## config.mk

```make
export PLATFORM = sky130hd
export DESIGN_NAME = fmps_gather_links
export DESIGN_NICKNAME = d
export VERILOG_FILES = /design/src/rtl/fmps_gather_links_pkg.sv /design/src/rtl/fmps_rr_arbiter.sv /design/src/rtl/fmps_gather_links.sv
export SDC_FILE = /design/constraint.sdc
export NUM_CORES = 1
export LEC_CHECK = 0
export ABC_AREA = 1
export BUFFER_PORTS_ARGS = -buffer_cell sky130_fd_sc_hd__buf_2
export CORE_ASPECT_RATIO = 0.8
export CORE_MARGIN = 2
export CORE_UTILIZATION = 57
export DETAILED_ROUTE_END_ITERATION = 7
export GPL_TIMING_DRIVEN = 1
export PLACE_DENSITY = 0.83
export SLEW_MARGIN = 40
export SYNTH_ARGS = -nofsm -noshare
export SYNTH_HDL_FRONTEND = slang
export SYNTH_SLANG_ARGS = --single-unit
```

## constraint.sdc

```tcl
create_clock -name sysClk -period 2.4 [get_ports sysClk]
set_input_delay 0.12 -clock sysClk [delete_from_list [all_inputs] [get_ports sysClk]]
set_output_delay 0.12 -clock sysClk [all_outputs]
set_load 0.02 [all_outputs]
```

## src/rtl/fmps_gather_links_pkg.sv

```systemverilog
// Shared definitions for the FMPS status gatherer: status codes, FSM
// encoding and the link-number width helper.
package fmps_gather_links_pkg;

    // Status code carried by a successful FMPS event.
    localparam logic [1:0] ST_SUCCESS = 2'd0;

    // Per-FA-cycle readout state.
    typedef enum logic [1:0] {
        IDLE    = 2'd0,
        ACTIVE  = 2'd1,
        DONE    = 2'd2,
        TIMEOUT = 2'd3
    } fsmState_t;

    // Width of a link number; a single link still needs one bit of storage.
    function automatic int linkWidth(input int numLinks);
        return (numLinks > 1) ? $clog2(numLinks) : 1;
    endfunction

endpackage

```

## src/rtl/fmps_rr_arbiter.sv

```systemverilog
// Round-robin arbiter: grants at most one requesting link per cycle,
// searching from the link after the last one granted.
module fmps_rr_arbiter
    import fmps_gather_links_pkg::*;
#(
    parameter  int NUM_LINKS = 2,
    localparam int LINK_W    = linkWidth(NUM_LINKS)
) (
    input  logic                 sysClk,
    input  logic                 sysResetN,
    input  logic [NUM_LINKS-1:0] request,
    output logic [NUM_LINKS-1:0] grant,
    output logic                 grantValid,
    output logic [LINK_W-1:0]    grantIdx
);

    logic [LINK_W-1:0] lastGrant;
    logic [LINK_W-1:0] cand;

    // Pick the first requester after lastGrant, wrapping around.
    always_comb begin
        // NOTE: every variable gets a default before the search so no path leaves it unassigned (no latch).
        grant      = '0;
        grantValid = 1'b0;
        grantIdx   = '0;
        cand       = '0;
        for (int i = 1; i <= NUM_LINKS; i++) begin
            cand = LINK_W'((int'(lastGrant) + i) % NUM_LINKS);
            if (!grantValid && request[cand]) begin
                grant[cand] = 1'b1;
                grantValid  = 1'b1;
                grantIdx    = cand;
            end
        end
    end

    // Remember the winner so the next search starts just after it.
    always_ff @(posedge sysClk or negedge sysResetN) begin
        // NOTE: sequential state uses non-blocking assignments so every register samples pre-edge values.
        if (!sysResetN) begin
            lastGrant <= '0;
        end else if (grantValid) begin
            lastGrant <= grantIdx;
        end
    end

endmodule

```

## src/rtl/fmps_gather_links.sv

```systemverilog
// FMPS status gatherer: merges NUM_LINKS status streams, tracks received and
// enabled nodes per FA cycle, declares completion or timeout and records the
// link that first delivered each node.
module fmps_gather_links
    import fmps_gather_links_pkg::*;
#(
    parameter  int SYSCLK_RATE = 100000000,
    parameter  int INDEX_WIDTH = 5,
    parameter  int NUM_LINKS   = 2,
    parameter  int TIMER_WIDTH = 8,
    parameter  int SEQNO_WIDTH = 3,
    localparam int NODES       = 2**INDEX_WIDTH,
    localparam int LINK_W      = linkWidth(NUM_LINKS),
    localparam int ERR_W       = $clog2(NUM_LINKS) + 2
) (
    input  logic                       sysClk,
    input  logic                       sysResetN,
    input  logic                       FAstrobe,
    input  logic [INDEX_WIDTH:0]       expectedCount,
    input  logic [TIMER_WIDTH-1:0]     timeoutUs,
    input  logic [NUM_LINKS-1:0]       linkEnable,
    input  logic [NUM_LINKS-1:0]       stVALID,
    output logic [NUM_LINKS-1:0]       stREADY,
    input  logic [NUM_LINKS*INDEX_WIDTH-1:0] stINDEX,
    input  logic [NUM_LINKS*2-1:0]     stCODE,
    input  logic [NUM_LINKS-1:0]       stENABLED,
    output logic [NODES-1:0]           fmpsBitmapAll,
    output logic [NODES-1:0]           fmpsBitmapEnabled,
    output logic [NODES-1:0]           fmpsBitmapAllSnapshot,
    output logic [NODES-1:0]           fmpsBitmapEnabledSnapshot,
    output logic                       fmpsEnabled,
    output logic                       readoutActive,
    output logic                       readoutValid,
    output logic                       readTimeout,
    output logic                       timeoutStrobe,
    output logic                       lateStrobe,
    output logic                       errorStrobe,
    output logic [ERR_W-1:0]           errorCode,
    output logic [TIMER_WIDTH-1:0]     readoutTime,
    output logic [SEQNO_WIDTH-1:0]     seqno,
    input  logic [INDEX_WIDTH-1:0]     readoutAddress,
    output logic [LINK_W-1:0]          readoutLink,
    output logic                       readoutPresent
);

    localparam int CYCLES_PER_US = SYSCLK_RATE / 1000000;
    localparam int PRESCALE_W    = (CYCLES_PER_US > 1) ? $clog2(CYCLES_PER_US) : 1;
    localparam logic [PRESCALE_W-1:0] PRESCALE_LOAD = PRESCALE_W'(CYCLES_PER_US - 1);

    fsmState_t              state, stateNext;
    logic                   completionHit, timeoutHit;
    logic [NUM_LINKS-1:0]   request, grant;
    logic                   grantValid;
    logic [LINK_W-1:0]      grantIdx;
    logic [INDEX_WIDTH-1:0] selIndex;
    logic [1:0]             selCode;
    logic                   selEnabled;
    logic                   acceptSuccess, acceptError, firstArrival;
    logic [INDEX_WIDTH:0]   allCount, enabledCount;
    logic [PRESCALE_W-1:0]  prescaler;
    logic [TIMER_WIDTH-1:0] timer;
    logic [LINK_W-1:0]      origin [NODES];

    // Disabled links are held out of arbitration; nothing is accepted on an FA edge.
    assign request = stVALID & linkEnable & {NUM_LINKS{~FAstrobe}};

    fmps_rr_arbiter #(.NUM_LINKS(NUM_LINKS)) arbiter (
        .sysClk     (sysClk),
        .sysResetN  (sysResetN),
        .request    (request),
        .grant      (grant),
        .grantValid (grantValid),
        .grantIdx   (grantIdx)
    );

    // Disabled links are always ready so their sources drain into nowhere.
    assign stREADY = FAstrobe ? '0 : (grant | ~linkEnable);

    // Route the granted link's event fields onto one bus.
    always_comb begin
        selIndex   = '0;
        selCode    = ST_SUCCESS;
        selEnabled = 1'b0;
        for (int k = 0; k < NUM_LINKS; k++) begin
            if (grant[k]) begin
                selIndex   = stINDEX[k*INDEX_WIDTH +: INDEX_WIDTH];
                selCode    = stCODE[k*2 +: 2];
                selEnabled = stENABLED[k];
            end
        end
    end

    assign acceptSuccess = grantValid && (selCode == ST_SUCCESS);
    assign acceptError   = grantValid && (selCode != ST_SUCCESS);
    assign firstArrival  = (state == ACTIVE) && acceptSuccess && !fmpsBitmapAll[selIndex];

    // Next-state logic; FAstrobe restarts from anywhere, completion beats timeout.
    always_comb begin
        stateNext     = state;
        completionHit = 1'b0;
        timeoutHit    = 1'b0;
        if (FAstrobe) begin
            stateNext = ACTIVE;
        end else if (state == ACTIVE) begin
            if (allCount == expectedCount) begin
                stateNext     = DONE;
                completionHit = 1'b1;
            end else if ((timeoutUs != '0) && (timer == timeoutUs)) begin
                stateNext  = TIMEOUT;
                timeoutHit = 1'b1;
            end
        end
    end

    // State register.
    always_ff @(posedge sysClk or negedge sysResetN) begin
        if (!sysResetN) state <= IDLE;
        else            state <= stateNext;
    end

    // Node bitmaps, distinct-node counters and snapshots.
    always_ff @(posedge sysClk or negedge sysResetN) begin
        if (!sysResetN) begin
            fmpsBitmapAll             <= '0;
            fmpsBitmapEnabled         <= '0;
            fmpsBitmapAllSnapshot     <= '0;
            fmpsBitmapEnabledSnapshot <= '0;
            allCount                  <= '0;
            enabledCount              <= '0;
        end else if (FAstrobe) begin
            fmpsBitmapAllSnapshot     <= fmpsBitmapAll;
            fmpsBitmapEnabledSnapshot <= fmpsBitmapEnabled;
            fmpsBitmapAll             <= '0;
            fmpsBitmapEnabled         <= '0;
            allCount                  <= '0;
            enabledCount              <= '0;
        end else if ((state == ACTIVE) && acceptSuccess) begin
            if (!fmpsBitmapAll[selIndex]) begin
                fmpsBitmapAll[selIndex] <= 1'b1;
                allCount                <= allCount + 1'b1;
            end
            if (selEnabled && !fmpsBitmapEnabled[selIndex]) begin
                fmpsBitmapEnabled[selIndex] <= 1'b1;
                enabledCount                <= enabledCount + 1'b1;
            end
        end
    end

    // Link-of-origin table, written on a node's first arrival only.
    always_ff @(posedge sysClk or negedge sysResetN) begin
        // NOTE: this table is small and must read back 0 after reset, so it is reset explicitly rather than left as RAM.
        if (!sysResetN) begin
            for (int n = 0; n < NODES; n++) origin[n] <= '0;
        end else if (firstArrival) begin
            origin[selIndex] <= grantIdx;
        end
    end

    // Microsecond prescaler and saturating timer, running while ACTIVE.
    always_ff @(posedge sysClk or negedge sysResetN) begin
        if (!sysResetN) begin
            prescaler <= '0;
            timer     <= '0;
        end else if (FAstrobe) begin
            prescaler <= PRESCALE_LOAD;
            timer     <= '0;
        end else if (state == ACTIVE) begin
            if (prescaler == '0) begin
                prescaler <= PRESCALE_LOAD;
                if (timer != '1) timer <= timer + 1'b1;
            end else begin
                prescaler <= prescaler - 1'b1;
            end
        end
    end

    // Readout status flags, result latches and event strobes.
    always_ff @(posedge sysClk or negedge sysResetN) begin
        if (!sysResetN) begin
            readoutActive <= 1'b0;
            readoutValid  <= 1'b0;
            readTimeout   <= 1'b0;
            fmpsEnabled   <= 1'b0;
            readoutTime   <= '0;
            seqno         <= '0;
            timeoutStrobe <= 1'b0;
            lateStrobe    <= 1'b0;
            errorStrobe   <= 1'b0;
            errorCode     <= '0;
        end else begin
            timeoutStrobe <= timeoutHit;
            lateStrobe    <= acceptSuccess && (state != ACTIVE);
            errorStrobe   <= acceptError;
            if (acceptError) errorCode <= ERR_W'({grantIdx, selCode});
            if (FAstrobe) begin
                readoutActive <= 1'b1;
                readoutValid  <= 1'b0;
                readTimeout   <= 1'b0;
            end else if (completionHit) begin
                readoutActive <= 1'b0;
                readoutValid  <= 1'b1;
                fmpsEnabled   <= (enabledCount == expectedCount);
                seqno         <= seqno + 1'b1;
                readoutTime   <= timer;
            end else if (timeoutHit) begin
                readoutActive <= 1'b0;
                readTimeout   <= 1'b1;
                fmpsEnabled   <= 1'b0;
                readoutTime   <= timer;
            end
        end
    end

    // Registered per-node readout of presence and origin link.
    always_ff @(posedge sysClk or negedge sysResetN) begin
        if (!sysResetN) begin
            readoutPresent <= 1'b0;
            readoutLink    <= '0;
        end else begin
            readoutPresent <= readoutValid && fmpsBitmapAll[readoutAddress];
            readoutLink    <= (readoutValid && fmpsBitmapAll[readoutAddress])
                              ? origin[readoutAddress] : '0;
        end
    end

endmodule

```

==> metrics list, run 1 <==
* Run status: finished clean
- Routability-driven placement finished with a final weighted congestion of 0.999.
* Final clock period utilization by the worst path: 0.978
- Starting density of the core: 0.581
* Worst-case clock buffer depth: 3
* Maximum number of pins on one net before global-route repair: 106
- Final clock skew: ~0.011 ns
- Cell mode on critical path: sky130_fd_sc_hd__nand2_1
- H-tree depth: 1
- The number of failing hold endpoints at the final stage is 0.
- YS warnings: 0
* Post-synthesis async set-or-reset flop share: 1.00
- Total half-perimeter wirelength after legalization and detailed placement: 23800 um
- Maximum net fanout on the critical path: 19
* DRC errors left: 0
- Min-delay worst type: in -> reg
* Clock latency at the later pin of the worst-skew pair: 0.51 ns
* Largest cells by area after synthesis: sky130_fd_sc_hd__dfrtp_1, sky130_fd_sc_hd__nand2_1, sky130_fd_sc_hd__nand3_1
* Clock Sink Count: ~210
- In this run, distinct cell masters in the synthesized netlist total 40.
- Top Ports: between 150 and 200
- Static Leakage: roughly 7.8 nW
- STA classifies the critical path startpoint as an input port.
* Layout overhead on the synthesized area: 19.9%
- In this run, synthesis produced a sequential element count of 213.
* Die extent in y: 131 um
* Via count of the first global-routing pass: roughly 11000
- EDFF count, synth: 0
* Max-cap violations: 0
* Ordered list of cells on the worst path: dlygate4sd3_1, buf_2, nor2_4, nand2_4, nand2_4, inv_2, nand2_1, nand2_2, inv_2, nand2_1, nor2_4, nand2_1, nand2_1, nor2_2, nand2_4, nand2_4, clkbuf_16, nand3_1, nand2_1
* Internal power: 6.20 mW
- 1st-iter DRT viols: approximately 1700
- After the last flow step, the layout net total stands at about 1800.
- Cell area after synthesis: around 12000 sq um
- Buffers added on ports: 194
* PD cells: between 600 and 700 nW/um^2
- After detailed routing, the average wire length per cell comes to 17.2 um.
* Initial antenna violation count: 0
* Global-route wire length before repair: approximately 55000 um
- Aggregate global routing overflow: 0
* Proportion of netlist area held by the largest area contributor: 0.462
* Leading cell type by number of instances after synthesis: sky130_fd_sc_hd__nand2_1
- Part of the total power dissipated in the clock network: 0.405
- Of the cells placed in the final design, the portion with a size suffix greater than 1 is 0.184.
* Proportion of synthesized chip area in sequential cells: 0.462
- For flop-to-flop paths, the worst setup slack is 0.08 ns.
- Top flip-flop cell by instance count after synthesis: sky130_fd_sc_hd__dfrtp_1
* Cells after Synth: 1578
- Once layout is done, the placed cells without fillers occupy approximately 14000 sq um.
* Total core area: 19900 sq um
- The critical path is of the in -> reg type.
* Total via count after detailed routing: about 12000
- Row cnt: 46
- Worst voltage drop across the vdd grid: around 0.00047 V
- Top delay family on crit path: simple AND/OR/NAND/NOR gates
- The commonest cells after synthesis are sky130_fd_sc_hd__nand2_1, sky130_fd_sc_hd__dfrtp_1, sky130_fd_sc_hd__nand3_1.
- Data required time at the worst endpoint: approximately 2.8 ns
- Overall Global Routing Usage: 0.318
- Total power for the finished layout comes to roughly 8.6 mW.
- Depth of the worst register-to-register path: 17
* Remaining max-slew budget at the tightest pin: 0.573
- Of the total power, combinational logic draws 0.151.
- Final Core Density: 0.697
- WL final: roughly 35000 um
* Accumulated negative setup slack: 0 ns
- Slew @ Worst Pin: roughly 0.64 ns
* Antenna violation net count after detailed routing: 0
* Maximum clock rate: between 400 and 500 MHz
* Net count after synthesis: 1625
- Sw Ratio: 0.281
- Diodes inserted: 0
* Critical-path cell with the highest stage delay: sky130_fd_sc_hd__dlygate4sd3_1
- STA puts the critical path data arrival time at 2.75 ns.
* Area of the die: about 21000 sq um
- Number of cells on the worst hold path: 5
* Final setup viols: 0
- Number of buffers inserted during clock tree synthesis: 22
* Crit path capture type: register
* Crit path buffers/inverters: 5
- In this run the power spent charging and discharging nets is roughly 2.4 mW.
* Root Driver: sky130_fd_sc_hd__clkbuf_16
* Average size of a mapped cell: 7.31 sq um
- Die boundary width: ~160 um
- The critical path runs through a total of 19 cells.
- Placement Cell Area: between 10000 and 15000 sq um
* Fillers: 1619
* Clock-pin slew reported for the worst setup and hold paths after clock tree synthesis: ~0.060 ns
- Number of optimization iterations in the first detailed-route pass: 5
- The count of final max-slew check failures was 0.
- In this design, the stage delay of the slowest critical-path cell is between 0.5 and 0.6 ns.
* Detail-routed via count per cell: between 5 and 6
* Clock tree from TritonCTS: built
* Proportion of power drawn by flip-flops and latches: 0.444
- Biggest area consumer among synthesized cells: sky130_fd_sc_hd__dfrtp_1
- Worst hold margin: approximately 0.043 ns
* Minimum clock period: ~2.3 ns
-- state kept, by name, indices dropped and copies added, names as in the netlist --
signal                     cells
errorStrobe                    1
readTimeout                    1
readoutValid                   1
readoutTime                    8
timer                          8
fmpsEnabled                    1
lateStrobe                     1
errorCode                      3
prescaler                      7
readoutActive                  1
seqno                          3
fmpsBitmapEnabledSnapshot     32
arbiter.lastGrant              1
readoutLink                    1
readoutPresent                 1
allCount                       6
fmpsBitmapAll                 32
state                          2
origin                        32
timeoutStrobe                  1
fmpsBitmapAllSnapshot         32
enabledCount                   6
fmpsBitmapEnabled             32
-- area by class of cell --
class                      count  area (sq um)  share of cell area
timing repair buffer         246          1580               0.114
clock buffer                  35           681              0.0492
multi-input combinational   1144          5360               0.387
inverter                     131           499              0.0361
tap                          264           330              0.0239
clock inverter                 5          58.8             0.00425
sequential                   213          5330               0.385
-- power by group through the flow --
stage / registers (mW) / clock network [mW] / logic, mW
6_report: 3.83 / 3.50 / 1.30
3_3_place_gp: 3.89 / 0 / 1.15
5_1_grt: 3.85 / 3.69 / 1.42
3_5_place_dp: 3.89 / 0 / 1.18
4_1_cts: 3.83 / 3.53 / 1.20
2_1_floorplan: 3.98 / 0 / 0.671
-- cell families after synthesis --
| kind of cell | share of synthesized area |
|---|---|
| xor gates and xnor gates | 0.0144 |
| AOI/OAI and AO/OA | 0.0745 |
| buffers and inverters | 0.0828 |
| DFF | 0.462 |
| adders and majority gates | 0.00542 |
| and+or+nand+nor | 0.361 |
-- cell usage in the layout (no fill, tap or decap), types with 6 or more instances in the layout --
master	count
sky130_fd_sc_hd__a21oi_1	55
sky130_fd_sc_hd__buf_12	11
sky130_fd_sc_hd__buf_2	193
sky130_fd_sc_hd__buf_4	32
sky130_fd_sc_hd__clkbuf_1	6
sky130_fd_sc_hd__clkbuf_16	26
sky130_fd_sc_hd__clkbuf_8	7
sky130_fd_sc_hd__dfrtp_1	213
sky130_fd_sc_hd__inv_1	121
sky130_fd_sc_hd__inv_2	7
sky130_fd_sc_hd__nand2_1	576
sky130_fd_sc_hd__nand3_1	158
sky130_fd_sc_hd__nand4_1	81
sky130_fd_sc_hd__nor2_1	91
sky130_fd_sc_hd__nor2_2	7
sky130_fd_sc_hd__nor2_4	9
sky130_fd_sc_hd__nor3_1	12
sky130_fd_sc_hd__o21ai_0	83
sky130_fd_sc_hd__or2_2	8
sky130_fd_sc_hd__xnor2_1	6
sky130_fd_sc_hd__xor2_1	13
-- worst reg2reg max path: cells and delay by family (launching register included) --
kind | cells | cell delay (ns)
simple gates | 13 | 1.36
buf+inv | 4 | 0.47
flops | 1 | 0.38
-- final timing paths --
check                                                end                           from
max                                    fmpsBitmapAll[13]                       FAstrobe
min                                         errorCode[0]                      stCODE[0]
max reg2reg                            fmpsBitmapAll[13]              arbiter.lastGrant
min reg2reg                fmpsBitmapEnabledSnapshot[18]  fmpsBitmapEnabledSnapshot[18]
max in group asynchronous           fmpsBitmapEnabled[1]                      sysResetN
min in group asynchronous                  readoutActive                      sysResetN
-- metrics by stage --
| stage | cells | setup WS (ns) |
|---|---|---|
| floorplan | 1578 | 0.454 |
| global placement | 1985 | 0.161 |
| detailed placement | 1985 | 0.0680 |
| CTS | 2030 | 0.0536 |
| global route | 2038 | -0.0514 |
| finish | 2038 | 0.0517 |
-- layer usage --
metal / global-route usage / wire length, um
met1: 0.486 / 14700
met3: 0.0713 / 4490
met4: 0.0831 / 776
met5: 0 / 0
met2: 0.456 / 15000
-- repair_timing --
| item | CTS | global route |
|---|---|---|
| hold buffers | 5 | 0 |
| gates resized for setup | 0 | 26 |
| setup endpoints to repair | 0 | 111 |
| buffers inserted | 0 | 5 |
| hold endpoints to repair | 59 | 0 |
(Power assumes the default switching activity.)
==> inputs of run 2 (changes only) <==
--- a/config.mk
+++ b/config.mk
@@ -9,10 +9,10 @@
 export BUFFER_PORTS_ARGS = -buffer_cell sky130_fd_sc_hd__buf_2
 export CORE_ASPECT_RATIO = 0.8
 export CORE_MARGIN = 2
-export CORE_UTILIZATION = 57
+export CORE_UTILIZATION = 26
 export DETAILED_ROUTE_END_ITERATION = 7
 export GPL_TIMING_DRIVEN = 1
-export PLACE_DENSITY = 0.83
+export PLACE_DENSITY = 0.45
 export SLEW_MARGIN = 40
 export SYNTH_ARGS = -nofsm -noshare
 export SYNTH_HDL_FRONTEND = slang
==> metrics list, run 2 (synthesized netlist as in run 1, its figures left out) <==
- Run status: finished clean (unchanged).
- The time the worst path needs with I/O delays and setup is 2.33 ns (was 2.35 ns).
- The sum of net half-perimeters after detailed placement was 30300 um (was 23800 um).
- Antenna violation net count after detailed routing: 0 (unchanged)
- Max-cap violations: 0 (unchanged)
- Number of buffers inserted during clock tree synthesis: 27 (was 22)
* Startpoint of the most critical hold path: FAstrobe (was stCODE[0])
* Root Driver: sky130_fd_sc_hd__clkbuf_16 (unchanged)
* Crit path buffers/inverters: 4 (was 5)
- Crit Path Category: reg -> reg (was in -> reg)
- The post-CTS clock slew at the launch and capture registers of the worst setup and hold paths came to 0.06 ns (about the same).
* Total Power: 9.47 mW (was 8.63 mW)
- Maximum net fanout on the critical path: 16 (was 19)
* Data required time at the worst endpoint: 2.85 ns (was 2.80 ns)
- Top Ports: 195 (unchanged)
- The initial standard-cell utilization of the core came to 0.265 (was 0.581).
- The path length in cells of the critical path came to 15 (was 19).
* Final clock period utilization by the worst path: 0.969 (was 0.978)
- Row cnt: 68 (was 46)
- Clock Sink Count: 213 (unchanged)
* WL final: 44100 um (was 35000 um)
- The total number of vias came to 11500 (was 12000).
- The most common library cell in the layout ignoring fill and taps is sky130_fd_sc_hd__nand2_1 (unchanged).
* Top delay family on crit path: simple AND/OR/NAND/NOR gates (unchanged)
- Routing usage on met2: 0.251 (was 0.456)
- Final setup viols: 0 (unchanged)
* Beginning of the worst register-to-register path: arbiter.lastGrant (unchanged)
- The average wire per cell in the routed design was 18.3 um (was 17.2 um).
* Initial antenna violation count: 0 (unchanged)
* CP arrival: 2.78 ns (was 2.75 ns)
* Clock tree from TritonCTS: built (unchanged)
- Cell mode on critical path: sky130_fd_sc_hd__nand2_1 (unchanged)
- The die width came to 239 um (was 163 um).
* Min-delay worst type: in -> reg (unchanged)
- The area added between synthesis and finish came to 27.7% (was 19.9%).
- Maximum number of pins on one net before global-route repair: 149 (was 106)
- Critical-path cell with the highest stage delay: sky130_fd_sc_hd__dfrtp_1 (was sky130_fd_sc_hd__dlygate4sd3_1)
* Max stage delay on crit path: 0.40 ns (was 0.53 ns)
- Total core area: 43500 sq um (was 19900 sq um)
- The startpoint of the most critical setup path is arbiter.lastGrant (was FAstrobe).
* Via count of the first global-routing pass: 10600 (was 10800)
* 1st-iter DRT viols: 1249 (was 1650)
- Buffers added on ports: 194 (unchanged)
* Clock latency at the later pin of the worst-skew pair: 0.56 ns (was 0.51 ns)
- The busiest layer in global routing is met1 (unchanged).
* Aggregate global routing overflow: 0 (unchanged)
- The met1 demand-to-capacity share in global routing is 0.294 (was 0.486).
- Maximum clock rate: 430 MHz (was 426 MHz)
- The first-pass iteration count of the detailed router is 5 (unchanged).
- Ordered list of cells on the worst path: nand3_2, nand2_4, buf_4, o22ai_4, inv_4, nor2_4, buf_6, nand2_1, nand2_1, nor2_4, nand3_4, nand2_4, clkbuf_16, nand2_1, nand2_1 (was dlygate4sd3_1, buf_2, nor2_4, nand2_4, nand2_4, inv_2, nand2_1, nand2_2, inv_2, nand2_1, nor2_4, nand2_1, nand2_1, nor2_2, nand2_4, nand2_4, clkbuf_16, nand3_1, nand2_1)
* Ratio of cells with drive above 1 in the final layout: 0.199 (was 0.184)
- The number of H-tree levels is 1 (unchanged).
- The count of nets after finishing was 1838 (was 1805).
- Worst voltage drop across the vdd grid: 0.000523 V (was 0.000468 V)
* Crit path capture type: register (unchanged)
- The number of cells on the worst hold path was 4 (was 5).
- The measured slew at the worst slew-check pin was 0.746 ns (was 0.640 ns).
- The number of failing hold endpoints at the final stage was 0 (unchanged).
- Leading cell types in the layout, fill and taps excluded: sky130_fd_sc_hd__nand2_1, sky130_fd_sc_hd__dfrtp_1, sky130_fd_sc_hd__buf_2, sky130_fd_sc_hd__nand3_1, sky130_fd_sc_hd__inv_1 (unchanged).
- The final weighted congestion of routability-driven global placement was 0.854 (was 0.999).
- Met3 track utilization from global routing: 0.0339 (was 0.0713)
- Worst-case clock buffer depth: 3 (unchanged)
* Static Leakage: 8.10 nW (was 7.85 nW)
- Area of the die: 46100 sq um (was 21400 sq um)
* Detail-routed via count per cell: 4.77 (was 5.87)
- The worst relative slew slack was 0.503 (was 0.573).
- The first-pass GRT wire length came to 65400 um (was 55400 um).
- Setup repair after global routing could not meet its margin everywhere.
* DRC errors left: 0 (unchanged)
* Die extent in y: 192 um (was 131 um)
- Final clock skew: 0.0168 ns (was 0.0106 ns)
- The count of final max-slew check failures was 0 (unchanged).
- Overall Global Routing Usage: 0.184 (was 0.318)
- Fillers: 4655 (was 1619)
- The power density over cell area was 643 nW/um^2 (was 624 nW/um^2).
* Post-Layout Inst Area: 14700 sq um (was 13800 sq um)
* Depth of the worst register-to-register path: 15 (was 17)
- The placed standard-cell area came to 13400 sq um (was 12800 sq um).
- Critical path launch point type: register (was input port)
## run 2: cell types whose count changed in the layout (fill, tap and decap cells not counted), moves of 3 or more
cell and delta:
sky130_fd_sc_hd__buf_6 +5, sky130_fd_sc_hd__dlygate4sd3_1 +3, sky130_fd_sc_hd__nor2_2 -3, sky130_fd_sc_hd__buf_12 +3, sky130_fd_sc_hd__clkbuf_16 +7, sky130_fd_sc_hd__buf_4 +14
sky130_fd_sc_hd__clkinv_2 +5
## run 2: worst reg2reg max path, delay by kind of cell (launching register included)
| family | cells | cell delay, ns |
|---|---|---|
| flip-flops | 1 | 0.40 |
| AO/OA/AOI/OAI | 1 | 0.28 |
| buffers and inverters | 4 | 0.62 |
| AND/OR/NAND/NOR | 10 | 0.90 |
## run 2: per-layer routing
| layer | vias up | wire (um) |
|---|---|---|
| met3 | 42 | 3030 |
| met1 | 5516 | 22700 |
| met2 | 376 | 17600 |
| met4 | 0 | 767 |
| met5 | - | 0 |
| li1 | 5555 | - |
## run 2: worst paths after layout
kind,end,slack (ns)
worst max-delay path,fmpsBitmapEnabled[13],0.07
worst min-delay path,arbiter.lastGrant,0.01
worst max register to register,fmpsBitmapEnabled[13],0.07
worst min register to register,fmpsBitmapEnabledSnapshot[15],0.46
max in group asynchronous,fmpsBitmapEnabled[8],1.61
min in group asynchronous,timer[5],0.07
## run 2: per-stage QoR
step / hold slack, ns / setup TNS, ns / std cells / worst slack, ns / utilization
floorplan: -0.176 / 0 / 1578 / 0.454 / -
global placement: 0.0795 / -5.34 / 2332 / -0.162 / 0.307
detailed placement: 0.0817 / -5.14 / 2332 / -0.160 / 0.307
CTS: 0.00351 / -0.00522 / 2390 / -0.00522 / 0.330
global route: 0.0382 / -1.81 / 2406 / -0.0466 / 0.339
finish: 0.0142 / 0 / 2408 / 0.0749 / 0.339
## run 2: repair_timing
| item | in CTS | in global routing |
|---|---|---|
| hold buffers | 8 | 0 |
| cloned | 0 | 7 |
| resized for setup | 4 | 30 |
| endpoints found under the setup margin | 65 | 110 |
| endpoints found under the hold margin | 219 | 0 |
| pin swaps | 2 | 7 |
| setup buffers | 1 | 9 |
## run 2: layout make-up
type	instances	area, sq um	area share
Multi-Input combinational cell	1144	5350	0.363
Clock buffer	39	791	0.0537
Antenna cell	2	5.00	0.000340
Clock inverter	10	108	0.00730
Inverter	131	504	0.0342
Timing Repair Buffer	274	1900	0.129
Sequential cell	213	5330	0.362
Tap cell	595	744	0.0505
## run 2: power breakdown
part           internal [mW]  total [mW]  switching (mW)
combinational          0.479        1.43           0.955
clock                   2.49        4.20            1.71
sequential              3.73        3.83           0.101
